$ cat config.mk
export PLATFORM = sky130hd
export DESIGN_NAME = mult_div
export DESIGN_NICKNAME = d
export VERILOG_FILES = /design/src/rtl/mult_div.sv
export SDC_FILE = /design/constraint.sdc
export NUM_CORES = 1
export LEC_CHECK = 0
export ABC_AREA = 1
export BUFFER_PORTS_ARGS = -buffer_cell sky130_fd_sc_hd__buf_2
export CAP_MARGIN = 20
export CORE_MARGIN = 2
export CORE_UTILIZATION = 34
export CTS_CLUSTER_SIZE = 14
export DETAILED_ROUTE_END_ITERATION = 10
export PLACE_DENSITY = 0.5
export SYNTH_ARGS = -nofsm -noshare
export SYNTH_HDL_FRONTEND = slang
export SYNTH_SLANG_ARGS = --single-unit
$ cat constraint.sdc
create_clock -name clock -period 4.8 [get_ports clock]
set_input_delay 0.24 -clock clock [delete_from_list [all_inputs] [get_ports clock]]
set_output_delay 0.24 -clock clock [all_outputs]
set_load 0.01 [all_outputs]
$ cat src/rtl/mult_div.sv
// mult_div: 32-bit signed radix-2 Booth multiplier / restoring divider, one bit per cycle; MULT_DIV_ZERO_EXC_EN adds divide-by-zero detection.
// done 33 cycles after start (2 for a trapped b=0 DIV); start and operand changes are ignored while busy.
module mult_div (
  input  logic        clock,
  input  logic        reset,
  input  logic        start,
  input  logic        op,
  input  logic [31:0] a,
  input  logic [31:0] b,
  output logic        busy,
  output logic        done,
  output logic [31:0] hi,
  output logic [31:0] lo,
  output logic        div_zero
);

  localparam logic [1:0] S_IDLE = 2'd0;
  localparam logic [1:0] S_MULT = 2'd1;
  localparam logic [1:0] S_DIV  = 2'd2;
  localparam logic [1:0] S_DONE = 2'd3;

  logic [1:0]  state_q, state_d;
  logic [4:0]  cnt_q, cnt_d;
  logic [31:0] a_q, a_d, b_q, b_d;
  logic [33:0] acc_q, acc_d;
  logic [31:0] qr_q, qr_d;
  logic        qm1_q, qm1_d;
  logic [31:0] hi_q, hi_d, lo_q, lo_d;
`ifdef MULT_DIV_ZERO_EXC_EN
  logic        dz_q, dz_d;
`endif

  // Booth step: acc is two bits wider than an operand so A - (-2^31) cannot overflow.
  logic [33:0] m_ext, booth_sum, booth_acc;
  logic [31:0] booth_qr;
  always_comb begin
    m_ext = {{2{b_q[31]}}, b_q};
    case ({qr_q[0], qm1_q})
      2'b01:   booth_sum = acc_q + m_ext;
      2'b10:   booth_sum = acc_q - m_ext;
      default: booth_sum = acc_q;
    endcase
    booth_acc = {booth_sum[33], booth_sum[33:1]};
    booth_qr  = {booth_sum[0], qr_q[31:1]};
  end

  logic [31:0] dvs, div_qr, q_fix, r_fix;
  logic [32:0] trial;
  logic [33:0] diff, div_acc;
  always_comb begin
    dvs   = b_q[31] ? -b_q : b_q;
    trial = {acc_q[31:0], qr_q[31]};
    diff  = {1'b0, trial} - {2'b00, dvs};
    if (!diff[33]) begin
      div_acc = diff;
      div_qr  = {qr_q[30:0], 1'b1};
    end else begin
      div_acc = {1'b0, trial};
      div_qr  = {qr_q[30:0], 1'b0};
    end
    // Quotient truncates toward zero; remainder follows the dividend's sign.
    q_fix = (a_q[31] ^ b_q[31]) ? -div_qr : div_qr;
    r_fix = a_q[31] ? -div_acc[31:0] : div_acc[31:0];
  end

  always_comb begin
    state_d = state_q;
    cnt_d   = cnt_q;
    a_d     = a_q;
    b_d     = b_q;
    acc_d   = acc_q;
    qr_d    = qr_q;
    qm1_d   = qm1_q;
    hi_d    = hi_q;
    lo_d    = lo_q;
`ifdef MULT_DIV_ZERO_EXC_EN
    dz_d    = dz_q;
`endif
    case (state_q)
      S_IDLE: begin
        if (start) begin
          a_d     = a;
          b_d     = b;
          cnt_d   = 5'd0;
          acc_d   = 34'd0;
          qm1_d   = 1'b0;
          qr_d    = (op && a[31]) ? -a : a;
          state_d = op ? S_DIV : S_MULT;
`ifdef MULT_DIV_ZERO_EXC_EN
          dz_d    = op && (b == 32'd0);
`endif
        end
      end
      S_MULT: begin
        acc_d = booth_acc;
        qr_d  = booth_qr;
        qm1_d = qr_q[0];
        cnt_d = cnt_q + 5'd1;
        if (cnt_q == 5'd31) begin
          state_d = S_DONE;
          hi_d    = booth_acc[31:0];
          lo_d    = booth_qr;
        end
      end
      S_DIV: begin
`ifdef MULT_DIV_ZERO_EXC_EN
        if (dz_q) begin
          state_d = S_DONE;
        end else begin
`else
        begin
`endif
          acc_d = div_acc;
          qr_d  = div_qr;
          cnt_d = cnt_q + 5'd1;
          if (cnt_q == 5'd31) begin
            state_d = S_DONE;
            hi_d    = r_fix;
            lo_d    = q_fix;
`ifndef MULT_DIV_ZERO_EXC_EN
            if (b_q == 32'd0) begin
              hi_d = a_q;
              lo_d = 32'hFFFF_FFFF;
            end
`endif
          end
        end
      end
      default: state_d = S_IDLE;
    endcase
  end

  always_ff @(posedge clock) begin
    if (reset) begin
      state_q <= S_IDLE;
      cnt_q   <= 5'd0;
      a_q     <= 32'd0;
      b_q     <= 32'd0;
      acc_q   <= 34'd0;
      qr_q    <= 32'd0;
      qm1_q   <= 1'b0;
      hi_q    <= 32'd0;
      lo_q    <= 32'd0;
`ifdef MULT_DIV_ZERO_EXC_EN
      dz_q    <= 1'b0;
`endif
    end else begin
      state_q <= state_d;
      cnt_q   <= cnt_d;
      a_q     <= a_d;
      b_q     <= b_d;
      acc_q   <= acc_d;
      qr_q    <= qr_d;
      qm1_q   <= qm1_d;
      hi_q    <= hi_d;
      lo_q    <= lo_d;
`ifdef MULT_DIV_ZERO_EXC_EN
      dz_q    <= dz_d;
`endif
    end
  end

  assign busy = (state_q != S_IDLE);
  assign done = (state_q == S_DONE);
  assign hi   = hi_q;
  assign lo   = lo_q;
`ifdef MULT_DIV_ZERO_EXC_EN
  assign div_zero = done && dz_q;
`else
  assign div_zero = 1'b0;
`endif

endmodule
==> results.txt, run 1 <==
The flow ran to the end, but the final reports show violations. The checks that failed: negative setup slack. A synthesized cell averages 5.96 um2.

The congestion estimate from routability-driven global placement came to 1.02. The mean number of vias per cell came out at 5.34. The slowest cell on the critical path was sky130_fd_sc_hd__ha_1. The post-synthesis async set-or-reset flop share came out at 0%. The net load switching power was 6.08 mW; the transition time of the tightest slew-check pin was 1.01 ns. When the netlist entered floorplanning its net count stood at 3127.

The share of total power in the clock network is 17.1%. Starting density of the core: 34.5%. The root buffer selected by CTS was sky130_fd_sc_hd__clkbuf_16. The area of the core region was 0.0515 mm2; the number of cells on the worst reg-to-reg path was 38. The filler cells instantiated in the layout total 5643. The synthesized design contains 0 enable-type register cells. The largest net degree at the start of global routing was 87. The top-area cell type share of the netlist area is 22.8%. Top cell family by delay on the critical path: simple AND/OR/NAND/NOR gates. The beginning of the worst hold path is a[22].

For this run, the register share of the synthesized area comes to 22.8%. The area of the die is 0.0541 mm2. Setup violations remaining at the end of the flow were counted as 44. Buffers placed on the I/O ports in this run total 133. Remaining antenna violation count after routing: 0.

The initialized floorplan defines 83 standard-cell rows. The relative slew slack is 32.7%. For the required time of the critical path, the log shows 5.29 ns. The max capacitance violation total is 0. The top flip-flop cell by instance count after synthesis is sky130_fd_sc_hd__dfxtp_1. The final design area excluding fillers is 0.0230 mm2, and the TritonCTS sink count is 202.

Internal power comes to 5.57 mW. Critical-path maximum fanout: 4. The worst setup path is launched from a register. The number of CTS-inserted buffers was 27; the all-layer global routing usage was 31.1%. The number of global-route vias before repair came out at 20600. The final layout contains routed wiring with a total length of 85.8 mm.

The first global-routing pass estimated 127 mm of wire. Summed over all cells, the static leakage comes to 11.6 nW. The worst register-to-register path begins at b_q[1].

Together, buffers and inverters on the worst path number 3. The worst setup path is captured at a register. Subtracting the final worst setup slack from the clock period gives 5.13 ns.

The cell with the most instances after synthesis was sky130_fd_sc_hd__nand2_1. The worst register-to-register path has a setup slack of -0.33 ns. After clock tree synthesis, the clock-pin slew on the worst setup and hold paths is 0.06 ns.

The tools report the hold violation count in the final report as 0. The synthesized cell area is 0.0178 mm2. The tools report the capturing point of the worst reg2reg path as lo[30]. The tools report the routed via count as 21700. Power per cell area: 506 mW/mm2. The largest vdd supply drop was 0.372 mV. The logs give 68.3 mm for the final HPWL from detailed placement and 0 for the number of warnings reported in the yosys synthesis log.

In this run, synthesis produced a sequential element count of 202. In the final routed layout, each cell accounts on average for 21.1 um. The maximum clock insertion buffer count was 3; the count of different cell masters after synthesis was 59. In the final design database the tool counted 3522 nets. TritonCTS built the clock tree. In this run the cell area measured after placement is 0.0210 mm2. The number of optimization iterations in the first detailed-route pass is 6, and the switching part of the total power is 52.2%. The clock arrives with 0.0265 ns of skew. The path class of the tightest hold or removal check is primary input to register. Vertical die dimension: 233 um. Sequential group share of total power: 19.4%. Tracing the worst setup path back leads to its startpoint at b_q[1]. Layout overhead on the synthesized area: 29.7%. At the later pin of the worst-skew pair, clock insertion delay measures 0.57 ns. Static timing analysis puts the maximum clock frequency at 0.195 GHz.

The worst-case setup margin in the final layout was -0.330 ns. Of the total power, combinational logic draws 63.5%. For this run, the slowest stage of the critical path takes 0.35 ns.

Setup repair after global routing could not meet its margin everywhere. After detailed routing, the number of remaining DRC violations is 0. 135 I/O pins were placed. The data arrival time at the worst-slack endpoint was 5.62 ns. For this run the aggregate overflow at the end of global routing stands at 0. The number of H-tree levels came out at 1. The final-report max-slew violation count was 0.

For the starting DRC count in detailed routing, the log shows 2132. The cell count after synthesis came out at 2980. Ranked by instance count, the synthesized netlist is headed by sky130_fd_sc_hd__nand2_1 (725), sky130_fd_sc_hd__inv_1 (405), sky130_fd_sc_hd__o21ai_0 (299).

Worst-case hold path end point: a_q[22]. Summed over all instances, the cell type with the most area after synthesis is sky130_fd_sc_hd__dfxtp_1. The repair_antennas step left the layout with diodes totalling 0. Counting instances, the worst hold path has a depth of 3. Classification of the worst setup path: register to register. The utilization after layout is 44.7%. Ranked by total cell area, the synthesized netlist is headed by sky130_fd_sc_hd__dfxtp_1 (23%), sky130_fd_sc_hd__nand2_1 (15%), sky130_fd_sc_hd__inv_1 (8.6%).

The initial antenna violation count is 0, and the final critical-path share of the clock period is 107%. In this run the horizontal extent of the chip is 233 um. The post-route netlist has 21.5% of its cells at a drive strength greater than 1.
-- area by class of cell --
| class | count | area [um2] | share of cell area, % |
|---|---|---|---|
| Clock inverter | 12 | 100 | 0.435 |
| Tap cell | 680 | 851 | 3.69 |
| Timing Repair Buffer | 499 | 3530 | 15.3 |
| Sequential cell | 202 | 4050 | 17.6 |
| Multi-Input combinational cell | 2220 | 12200 | 52.8 |
| Inverter | 425 | 1600 | 6.95 |
| Clock buffer | 34 | 742 | 3.22 |
-- power by group through the flow --
| stage | sequential [mW] | clock, mW | combinational [mW] |
|---|---|---|---|
| 6_report | 2.26 | 1.99 | 7.39 |
| 4_1_cts | 2.25 | 2.02 | 7.06 |
| 3_3_place_gp | 2.28 | 0 | 6.82 |
| 2_1_floorplan | 2.19 | 0 | 4.05 |
| 3_5_place_dp | 2.28 | 0 | 6.84 |
| 5_1_grt | 2.30 | 2.07 | 8.05 |
-- cells by family after synthesis --
family                     share of synthesized area (%)
AOI/OAI and AO/OA                                   23.7
xor gates and xnor gates                            4.24
adders and majority gates                           5.65
buffers and inverters                               12.2
DFF                                                 22.8
other                                             0.0211
and+or+nand+nor                                     31.4
-- repair_timing --
action	in CTS	in global routing
setup buffers	33	15
pin swaps	25	18
hold endpoints to repair	24	0
hold buffers	24	0
cloned	0	0
resized for setup	83	85
setup endpoints to repair	47	80
-- worst max path at each step --
| stage | endpoint | slack [ns] | depth (start not counted) |
|---|---|---|---|
| 3_3_place_gp | lo[24] | -0.46 | 39 |
| 3_5_place_dp | lo[24] | -0.54 | 39 |
| 4_1_cts | lo[24] | -0.27 | 39 |
| 5_1_grt | lo[28] | -0.87 | 40 |
| 6_report | lo[30] | -0.33 | 38 |
| 2_1_floorplan | lo[24] | -0.21 | 41 |
-- registers in the layout, summed over array words and instances, names as in the netlist --
register	cells
qm1_q	1
lo	32
a_q	32
hi	32
b_q	32
acc_q	34
cnt_q	5
qr_q	32
state_q	2
-- worst reg2reg max path: cells and delay by family, from the launching register on --
| family | cells | cell delay (ns) |
|---|---|---|
| AO/OA/AOI/OAI | 10 | 1.35 |
| XOR/XNOR | 2 | 0.38 |
| adder cells (fa/ha/maj) | 3 | 0.62 |
| buffers and inverters | 3 | 0.23 |
| flip-flops | 1 | 0.33 |
| AND/OR/NAND/NOR | 20 | 2.18 |
-- through the flow --
| stage | instances | setup WS (ns) | TNS, ns | hold WS, ns | power (mW) |
|---|---|---|---|---|---|
| after global routing | 4072 | -0.865 | -32.88 | 0.0144 | 12.4 |
| final | 4072 | -0.330 | -8.55 | 0.0210 | 11.6 |
| after global placement | 3957 | -0.463 | -11.77 | 0.450 | 9.10 |
| after detailed placement | 3957 | -0.536 | -14.36 | 0.452 | 9.12 |
| after floorplan | 2980 | -0.212 | -0.757 | 0.331 | 6.24 |
| after CTS | 4059 | -0.269 | -2.99 | 0.00310 | 11.3 |
-- per-layer routing --
metal  GRT usage [%]  vias to the layer above  routed length [um]
met3            3.79                      129                5600
met2            48.9                      780               37500
met5               0                        -                   0
met1            44.1                    10200               39700
met4            9.53                        0                2970
li1                -                    10600                   -
-- layout by cell type (no fill, tap or decap), types with 71 or more instances in the layout --
cell / n
sky130_fd_sc_hd__buf_2: 133
sky130_fd_sc_hd__buf_4: 330
sky130_fd_sc_hd__a21oi_1: 220
sky130_fd_sc_hd__nand2_1: 707
sky130_fd_sc_hd__dfxtp_1: 200
sky130_fd_sc_hd__o21ai_0: 272
sky130_fd_sc_hd__xor2_1: 71
sky130_fd_sc_hd__nand3_1: 160
sky130_fd_sc_hd__nor2_1: 253
sky130_fd_sc_hd__inv_1: 400
Note: power is estimated with default switching activity, not from simulation.
==> run 2, diff against run 1 <==
--- a/config.mk
+++ b/config.mk
@@ -5,7 +5,7 @@
 export SDC_FILE = /design/constraint.sdc
 export NUM_CORES = 1
 export LEC_CHECK = 0
-export ABC_AREA = 1
+export ABC_AREA = 0
 export BUFFER_PORTS_ARGS = -buffer_cell sky130_fd_sc_hd__buf_2
 export CAP_MARGIN = 20
 export CORE_MARGIN = 2
==> run 2 against run 1 <==
  * Die area decreased by 6.2%
  * The flow still finishes with violations (negative setup slack)
  * Critical endpoint is now hi[30]
  * Sequential cell count unchanged
  * Worst setup slack got worse by 0.25 ns
==> results.txt, run 2 <==
Total power for the finished layout comes to 8.82 mW. The tools report the number of global-route vias before repair as 17700. In this run the tool buffered the top-level ports with 133 buffer cells.

Hold violation count in the final report: 0. Subtracting the final worst setup slack from the clock period gives 5.38 ns. The run gives 5.86 ns as the data arrival time at the worst-slack endpoint.

The combinational share of power came out at 53.0%. Along the worst path, the maximum fanout reaches 5. The mean routed wirelength per cell is 20.2 um.

Global routing used 42.5% of the available met2 tracks. Yosys printed 0 warnings. Setup repair after global routing could not meet its margin everywhere. Using the TritonRoute via totals, the vias-per-cell ratio works out to 5.64. The tools report the internal power as 5.09 mW. The worst-case hold path end point was acc_q[29]. Setup violations remaining at the end of the flow were counted as 47.

In the global route stage, met1 resource usage came out at 37.1%. In this run the register-to-register setup slack is -0.58 ns. The final net count is 2927.

The run gives 27 as the number of CTS-inserted buffers. The die covers 0.0508 mm2. In this run the static leakage power is 9.61 nW.

The startpoint class of the critical path is a register. STA puts the critical path data required time at 5.28 ns. The root buffer selected by CTS was sky130_fd_sc_hd__clkbuf_16.

In the global route stage, overall resource usage came out at 26.1%. The count of flip-flops with a built-in enable after synthesis was 0; the post-detailed-routing wire length was 69.1 mm. The final critical-path share of the clock period is 112%. In this run the most used layer during global routing was met2. Leaving out fill and tap cells, the most frequent cell in the layout is sky130_fd_sc_hd__nand2_1. Once the floorplan was initialized, standard cells occupied 34.2% of the core.

The floorplan has 81 rows. No sink is reached through more buffers than the 3 on the longest clock path. In this run the biggest area consumer among cell types represents 24.3% of the synthesized area. The sequential group share of total power is 22.9%. Classification of the worst setup path: register to register.

The layout overhead on the synthesized area is 41.1%. For the worst flop-to-flop path, the logic depth is 27. VDD sags by at most 0.291 mV.

For the number of DRC violations after detailed routing, the log shows 0. Of the total power, the share spent switching nets is 42.3%. During I/O placement, the number of pins put on the boundary was 135. The floorplan step defined a core boundary enclosing 0.0486 mm2. The transition time of the tightest slew-check pin works out to 1.01 ns. The tools report the remaining global-route overflow as 0.

The checks that failed: negative setup slack. Count of different cell masters after synthesis: 92. The top flip-flop cell by instance count after synthesis was sky130_fd_sc_hd__dfxtp_1. For this block, the initial DRC count from the detailed router was 1618.

In this run the power density over the cells is 376 mW/mm2. The class of the most critical hold timing path is primary input to register. STA classifies the critical path endpoint as a register. In the synthesized netlist, the cells that appear most often are sky130_fd_sc_hd__nand2_1 (396), sky130_fd_sc_hd__a21oi_1 (269), sky130_fd_sc_hd__dfxtp_1 (202). The remaining antenna violation count after routing is 0, and the synthesized cell area is 0.0166 mm2.

The startpoint identified for the worst hold timing path is reset. The number of nets handed over by synthesis was 2466. Ratio of cells with drive above 1 in the final layout: 28.4%. The clock network accounts for 24.1% of the total power. The routed via count is 19300. The clock latency on the worst-skew pair is 0.59 ns, and the final HPWL from detailed placement is 51.4 mm. Measured along the x axis, the die boundary spans 225 um. The congestion estimate from routability-driven global placement came to 0.934. After filler insertion, the fill cell instance count of the layout stands at 4820. The peak clock frequency supported by timing was 0.186 GHz; the post-synthesis async set-or-reset flop share was 0%. 0 antenna diodes ended up in the layout. On the final layout, the worst clock skew is 0.0129 ns.

Max-cap violations in this run came to 0. The worst-case setup margin in the final layout was -0.581 ns; the TritonCTS sink count was 202. Summing the sequential cell areas from Yosys gives 24.3% of the chip area. Clock-pin slew was measured on the worst setup and hold paths at 0.06 ns. The number of H-tree levels was 1.

The top register by number of flip-flops is acc_q. The tools report the largest net degree at the start of global routing as 74. By area the synthesized netlist is led by sky130_fd_sc_hd__dfxtp_1 (24%), sky130_fd_sc_hd__nand2_1 (8.9%), sky130_fd_sc_hd__a21oi_1 (8.1%).

The final-report max-slew violation count came out at 0. The endpoint identified for the worst register-to-register timing path is hi[30]. The first detailed-routing pass ran for 6 iterations. A synthesized cell averages 7.18 um2.

The vertical die dimension is 225 um, and the worst hold path stage count is 2. The number of synthesized register bits works out to 202. The net load switching power is 3.73 mW.

Yosys instantiated no cell more often than sky130_fd_sc_hd__nand2_1. Global-route wire length before repair: 104 mm. Initial antenna violation count: 0. The register with the most flip-flops in the layout has 34 of them. The run finished, with violations left.

For the cell count after synthesis, the log shows 2319. Global routing used 2.14% of the available met3 tracks. The tools report the worst flop-to-flop path startpoint as b_q[0]. Measured against its own limit, the worst slew margin works out to 32.8%. Summed over all instances, the cell type with the most area after synthesis is sky130_fd_sc_hd__dfxtp_1.

Adding up every negative setup slack in the final design gives -14.08 ns. In the layout the commonest cells are sky130_fd_sc_hd__nand2_1 (380), sky130_fd_sc_hd__buf_4 (352), sky130_fd_sc_hd__a21oi_1 (252). TritonCTS built the clock tree.
==> run 2: layer usage <==
metal  vias to the layer above  wire length, um
li1                       9322                -
met1                      9302            32100
met2                       572            31900
met3                        91             3640
met4                         0             1510
met5                         -                0
==> run 2: area by class of cell <==
type | instances | area, um2 | share of cell area [%]
Clock buffer | 34 | 752 | 3.20
Clock inverter | 13 | 161 | 0.687
Inverter | 48 | 185 | 0.788
Multi-Input combinational cell | 1907 | 13000 | 55.4
Sequential cell | 202 | 4050 | 17.2
Tap cell | 622 | 778 | 3.31
Timing Repair Buffer | 594 | 4540 | 19.3
==> run 2: power groups by stage <==
stage | Combinational, mW | Clock (mW) | Sequential [mW]
6_report | 4.68 | 2.13 | 2.02
5_1_grt | 5.06 | 2.24 | 2.04
4_1_cts | 4.38 | 2.17 | 2.00
3_5_place_dp | 4.13 | 0 | 2.03
3_3_place_gp | 4.10 | 0 | 2.02
2_1_floorplan | 2.58 | 0 | 1.96
==> run 2: cells by family (layout without fill, tap and decap cells) <==
kind of cell	Yosys count	after routing	synth area share, %
and+or+nand+nor	861	861	23.8
adders and majority gates	79	79	6.03
buffers and inverters	210	689	4.93
AOI/OAI and AO/OA	749	749	29.2
muxes	29	29	1.83
other	1	1	0.0225
xor gates and xnor gates	188	188	9.89
DFF	202	202	24.3
==> run 2: worst max path at each step <==
stage	slack [ns]	depth (start not counted)	from	endpoint
after global routing	-0.78	28	b_q[1]	hi[30]
after detailed placement	-0.86	26	b_q[0]	hi[30]
after CTS	-0.52	22	b_q[0]	hi[30]
final	-0.58	27	b_q[0]	hi[30]
after global placement	-0.71	20	b_q[0]	hi[22]
after floorplan	-0.70	32	b_q[1]	hi[22]
==> run 2: repair_timing <==
item | in CTS | in global routing
setup buffers | 42 | 40
pin swaps | 65 | 110
setup endpoints to repair | 78 | 79
gates cloned | 0 | 1
gates resized for setup | 103 | 169
hold endpoints to repair | 64 | 0
hold buffers | 64 | 0
==> run 2: worst max-delay path, stage by stage, from the launching register on <==
cell	delay [ns]
sky130_fd_sc_hd__dfxtp_2	0.33
sky130_fd_sc_hd__or3_4	0.38
sky130_fd_sc_hd__or3_4	0.35
sky130_fd_sc_hd__nor2_4	0.17
sky130_fd_sc_hd__nand3_2	0.10
sky130_fd_sc_hd__or2_4	0.30
sky130_fd_sc_hd__nor3_2	0.13
sky130_fd_sc_hd__nand2b_1	0.14
sky130_fd_sc_hd__xor2_1	0.19
sky130_fd_sc_hd__ha_1	0.27
sky130_fd_sc_hd__and4_4	0.20
sky130_fd_sc_hd__buf_4	0.14
sky130_fd_sc_hd__a211oi_4	0.23
sky130_fd_sc_hd__o21a_2	0.26
sky130_fd_sc_hd__nand2_8	0.09
sky130_fd_sc_hd__buf_12	0.15
sky130_fd_sc_hd__nor2_4	0.08
sky130_fd_sc_hd__a21oi_2	0.05
sky130_fd_sc_hd__inv_2	0.07
sky130_fd_sc_hd__ha_4	0.15
sky130_fd_sc_hd__inv_4	0.04
sky130_fd_sc_hd__nor4_4	0.16
sky130_fd_sc_hd__a31o_2	0.24
sky130_fd_sc_hd__nand3_4	0.13
sky130_fd_sc_hd__nor4b_4	0.34
sky130_fd_sc_hd__a31oi_1	0.18
sky130_fd_sc_hd__mux2i_1	0.15
sky130_fd_sc_hd__a211o_1	0.22
==> run 2: metrics by stage <==
stage	cells	instance area [um2]	hold slack, ns	setup slack (ns)	util (%)
6_report	3420	23500	0.0355	-0.581	48.3
5_1_grt	3420	23500	0.0616	-0.784	48.3
4_1_cts	3387	22500	0.0379	-0.520	46.3
3_5_place_dp	3247	20300	0.445	-0.862	41.7
3_3_place_gp	3245	20300	0.441	-0.705	41.7
2_1_floorplan	2319	16900	0.368	-0.705	-
==> run 3, diff against run 2 <==
--- a/config.mk
+++ b/config.mk
@@ -12,7 +12,7 @@
 export CORE_UTILIZATION = 34
 export CTS_CLUSTER_SIZE = 14
 export DETAILED_ROUTE_END_ITERATION = 10
-export PLACE_DENSITY = 0.5
+export PLACE_DENSITY = 0.48
 export SYNTH_ARGS = -nofsm -noshare
 export SYNTH_HDL_FRONTEND = slang
 export SYNTH_SLANG_ARGS = --single-unit
==> constraint.sdc (replaced) <==
create_clock -name clock -period 6.7 [get_ports clock]
set_input_delay 0.335 -clock clock [delete_from_list [all_inputs] [get_ports clock]]
set_output_delay 0.335 -clock clock [all_outputs]
set_load 0.01 [all_outputs]
==> run 3 against run 2 <==
  * The flow now finishes without violations
  * First-iteration DRC count decreased by 4.1%
  * Global-route usage decreased by 1.3 points
  * Worst setup slack improved by 0.91 ns
  * Routed wire length decreased by 7.3%
  * Clock skew increased by 0.0077 ns
  * Sequential cell count unchanged
  * Worst hold slack got worse by 0.029 ns
  * Count of clock-buffer cells in the layout increased by 1
  * Highest routed layer unchanged
==> results.txt, run 3 (synthesis results as in run 2) <==
Data on the critical path arrives at its endpoint at 6.85 ns. For the share of total power in the clock network, the log shows 28.5%. Buffers added to address setup during post-CTS repair amount to 0. For this block, the via count after detailed routing is 17500.

The initial antenna violation count was 0. The first detailed-routing pass took 7 iterations. The area of the die was 0.0508 mm2; the die extent in x was 225 um.

The floorplan row count is 81. The logs give 45.1% for the combinational share of power and 3.13 mW for the internal power. The library cell used most frequently in the layout, excluding fill and tap cells, is sky130_fd_sc_hd__nand2_1.

The repair_antennas step left the layout with diodes totalling 0. The starting DRC count in detailed routing is 1552. Startpoint class of the critical path: a register. The later pin in the worst-skew pair is clocked with a latency of 0.60 ns. For this run, the slowest stage of the critical path takes 0.66 ns. The global-route wire length before repair came out at 98.8 mm.

After the flow finishes, the layout carries non-filler instances totaling 3047. TritonCTS built the clock tree. Summed over all nets, the half-perimeter wirelength after detailed placement is 47.9 mm. For the pin with the worst max-slew slack, the measured transition is 1.07 ns.

Vertical die dimension: 225 um. met2 is the most crowded layer. Summing all non-filler instances in the final layout gives an area of 0.0192 mm2. The path class of the tightest hold or removal check is primary input to register. Remaining antenna violation count after routing: 0. The root buffer selected by CTS is sky130_fd_sc_hd__clkbuf_16. Entering global routing, the biggest net connects 70 pins. Final estimated routing congestion in global placement: 0.890.

The routing usage on met1 came out at 35.1%. Between clock sinks in the finished design, the worst skew comes to 0.0205 ns. VDD sags by at most 0.191 mV. The area growth from synthesis to layout is 15.6%.

Post-detailed-routing wire length: 64.1 mm. Per report_power, the sequential group accounts for 26.4% of the total. For this run, the share of the core covered by cells in the final layout is 39.6%. The hold violation count in the final report came out at 0. Setup repair after global routing left no endpoint under its margin. Timing would allow up to 0.157 GHz. The port buffer count is 133, and the TritonCTS sink count is 202.

The number of DRC violations after detailed routing is 0, and the max capacitance violation total is 0. The all-layer global routing usage was 24.8%; the worst hold path stage count was 3. For the finished layout, the period the worst path requires is 6.37 ns. The run gives 3 as the maximum clock insertion buffer count.

The worst setup path is captured at a register. After routing, the total negative slack on setup checks comes to 0 ns. The logs give 2.44% for the met3 usage in global routing and 0 for the final-report max-slew violation count. Buffers inserted during clock tree synthesis total 27. In the routed layout, each cell is associated on average with a via count of 5.76.

The logs give 0 for the final count of negative-setup-slack endpoints and 28.3% for the relative slew slack. The worst setup path is of the register to register kind. The top cell types in the final layout, fill and taps aside, are sky130_fd_sc_hd__nand2_1 (395), sky130_fd_sc_hd__a21oi_1 (269), sky130_fd_sc_hd__dfxtp_1 (202). Power spread over the standard cell area amounts to 286 mW/mm2. 135 I/O pins were placed.

The number of flip-flops under the largest register name is 34, and the placed cell count is 2966. Dividing the detail-routed wire length by the instance count gives 21.0 um. The final critical path takes up 95.1% of the cycle. In the global route stage, met2 resource usage came out at 40.5%. The post-route netlist has 12.1% of its cells at a drive strength greater than 1. Once the floorplan was initialized, standard cells occupied 34.2% of the core.

The critical path goes through or3_1 > or3_1 > nor2_2 > nand4_1 > nor4_2 > ha_1 > inv_1 > ha_1 > and4b_1 > nand2_1 > or2_1 > a31o_1 > nand2_8 > buf_12 > inv_4 > o31a_1 > or4b_1 > nor4b_4 > a31oi_1 > mux2i_1 > a211o_1. acc_q holds more flip-flops than any other register. The total overflow left after global routing is 0.

The number of global-route vias before repair is 16500. Number of cells on the worst reg-to-reg path: 21. The flow ran to the end, and the final reports show no timing, DRC or antenna violations.

The clock-pin slew of the registers on the worst-case setup and hold paths came out at 0.06 ns. The logs give 1 for the number of H-tree levels and 7.49 nW for the static power due to leakage. Net switching is 43.2% of the power.

The run gives 2551 as the final net count. Slowest cell on the critical path: sky130_fd_sc_hd__or4b_1. The total area inside the core boundary comes to 0.0486 mm2. For the net load switching power, the log shows 2.38 mW. The post-placement cell area came out at 0.0179 mm2.

For the worst setup path, the data required time is 7.17 ns. The critical-path maximum fanout is 32.
run 3: cell type report:
cell class | instances | area (um2)
tap | 622 | 778
fill | 5134 | 29400
clock inverter | 15 | 195
clock buffer | 35 | 746
sequential | 202 | 4040
timing repair buffer | 218 | 1420
multi-input combinational | 1907 | 11900
inverter | 48 | 183
run 3: power by group through the flow:
stage	sequential, mW	clock (mW)	combinational (mW)
after detailed placement	1.48	0	2.44
after global placement	1.48	0	2.42
final	1.46	1.57	2.48
after floorplan	1.40	0	1.79
after CTS	1.46	1.60	2.46
after global routing	1.48	1.64	2.75
run 3: critical path, delay by kind of cell (launching register included):
family                   cells  cell delay (ns)
AND/OR/NAND/NOR             11             3.67
buffers and inverters        3             0.37
adder cells (fa/ha/maj)      2             0.62
flip-flops                   1             0.35
multiplexers                 1             0.15
AO/OA/AOI/OAI                4             1.06
run 3: path summary, 6_finish.rpt:
| kind | start | end | slack [ns] |
|---|---|---|---|
| max | b_q[0] | hi[30] | 0.33 |
| max reg2reg | b_q[0] | hi[30] | 0.33 |
| min | b[1] | b_q[1] | 0.006 |
| min reg2reg | lo[2] | lo[2] | 0.45 |
run 3: repair_timing:
action,CTS,global route
endpoints found under the hold margin,30,0
setup endpoints to repair,0,28
hold buffers,30,0
gates resized for setup,0,10
run 3: metal layers:
| layer | vias up | part of all wire (%) |
|---|---|---|
| met3 | 76 | 4.9 |
| met2 | 450 | 46 |
| met4 | 0 | 1.9 |
| met5 | - | 0 |
| met1 | 8426 | 47 |
| li1 | 8591 | - |
run 3: per-stage QoR:
| stage | hold WS [ns] | power (mW) | worst slack, ns |
|---|---|---|---|
| after floorplan | 0.432 | 3.19 | 0.0426 |
| after global placement | 0.440 | 3.90 | 0.246 |
| after detailed placement | 0.446 | 3.92 | 0.122 |
| after CTS | 0.000696 | 5.52 | 0.0952 |
| after global routing | 0.0278 | 5.87 | 0.00470 |
| final | 0.00640 | 5.51 | 0.326 |
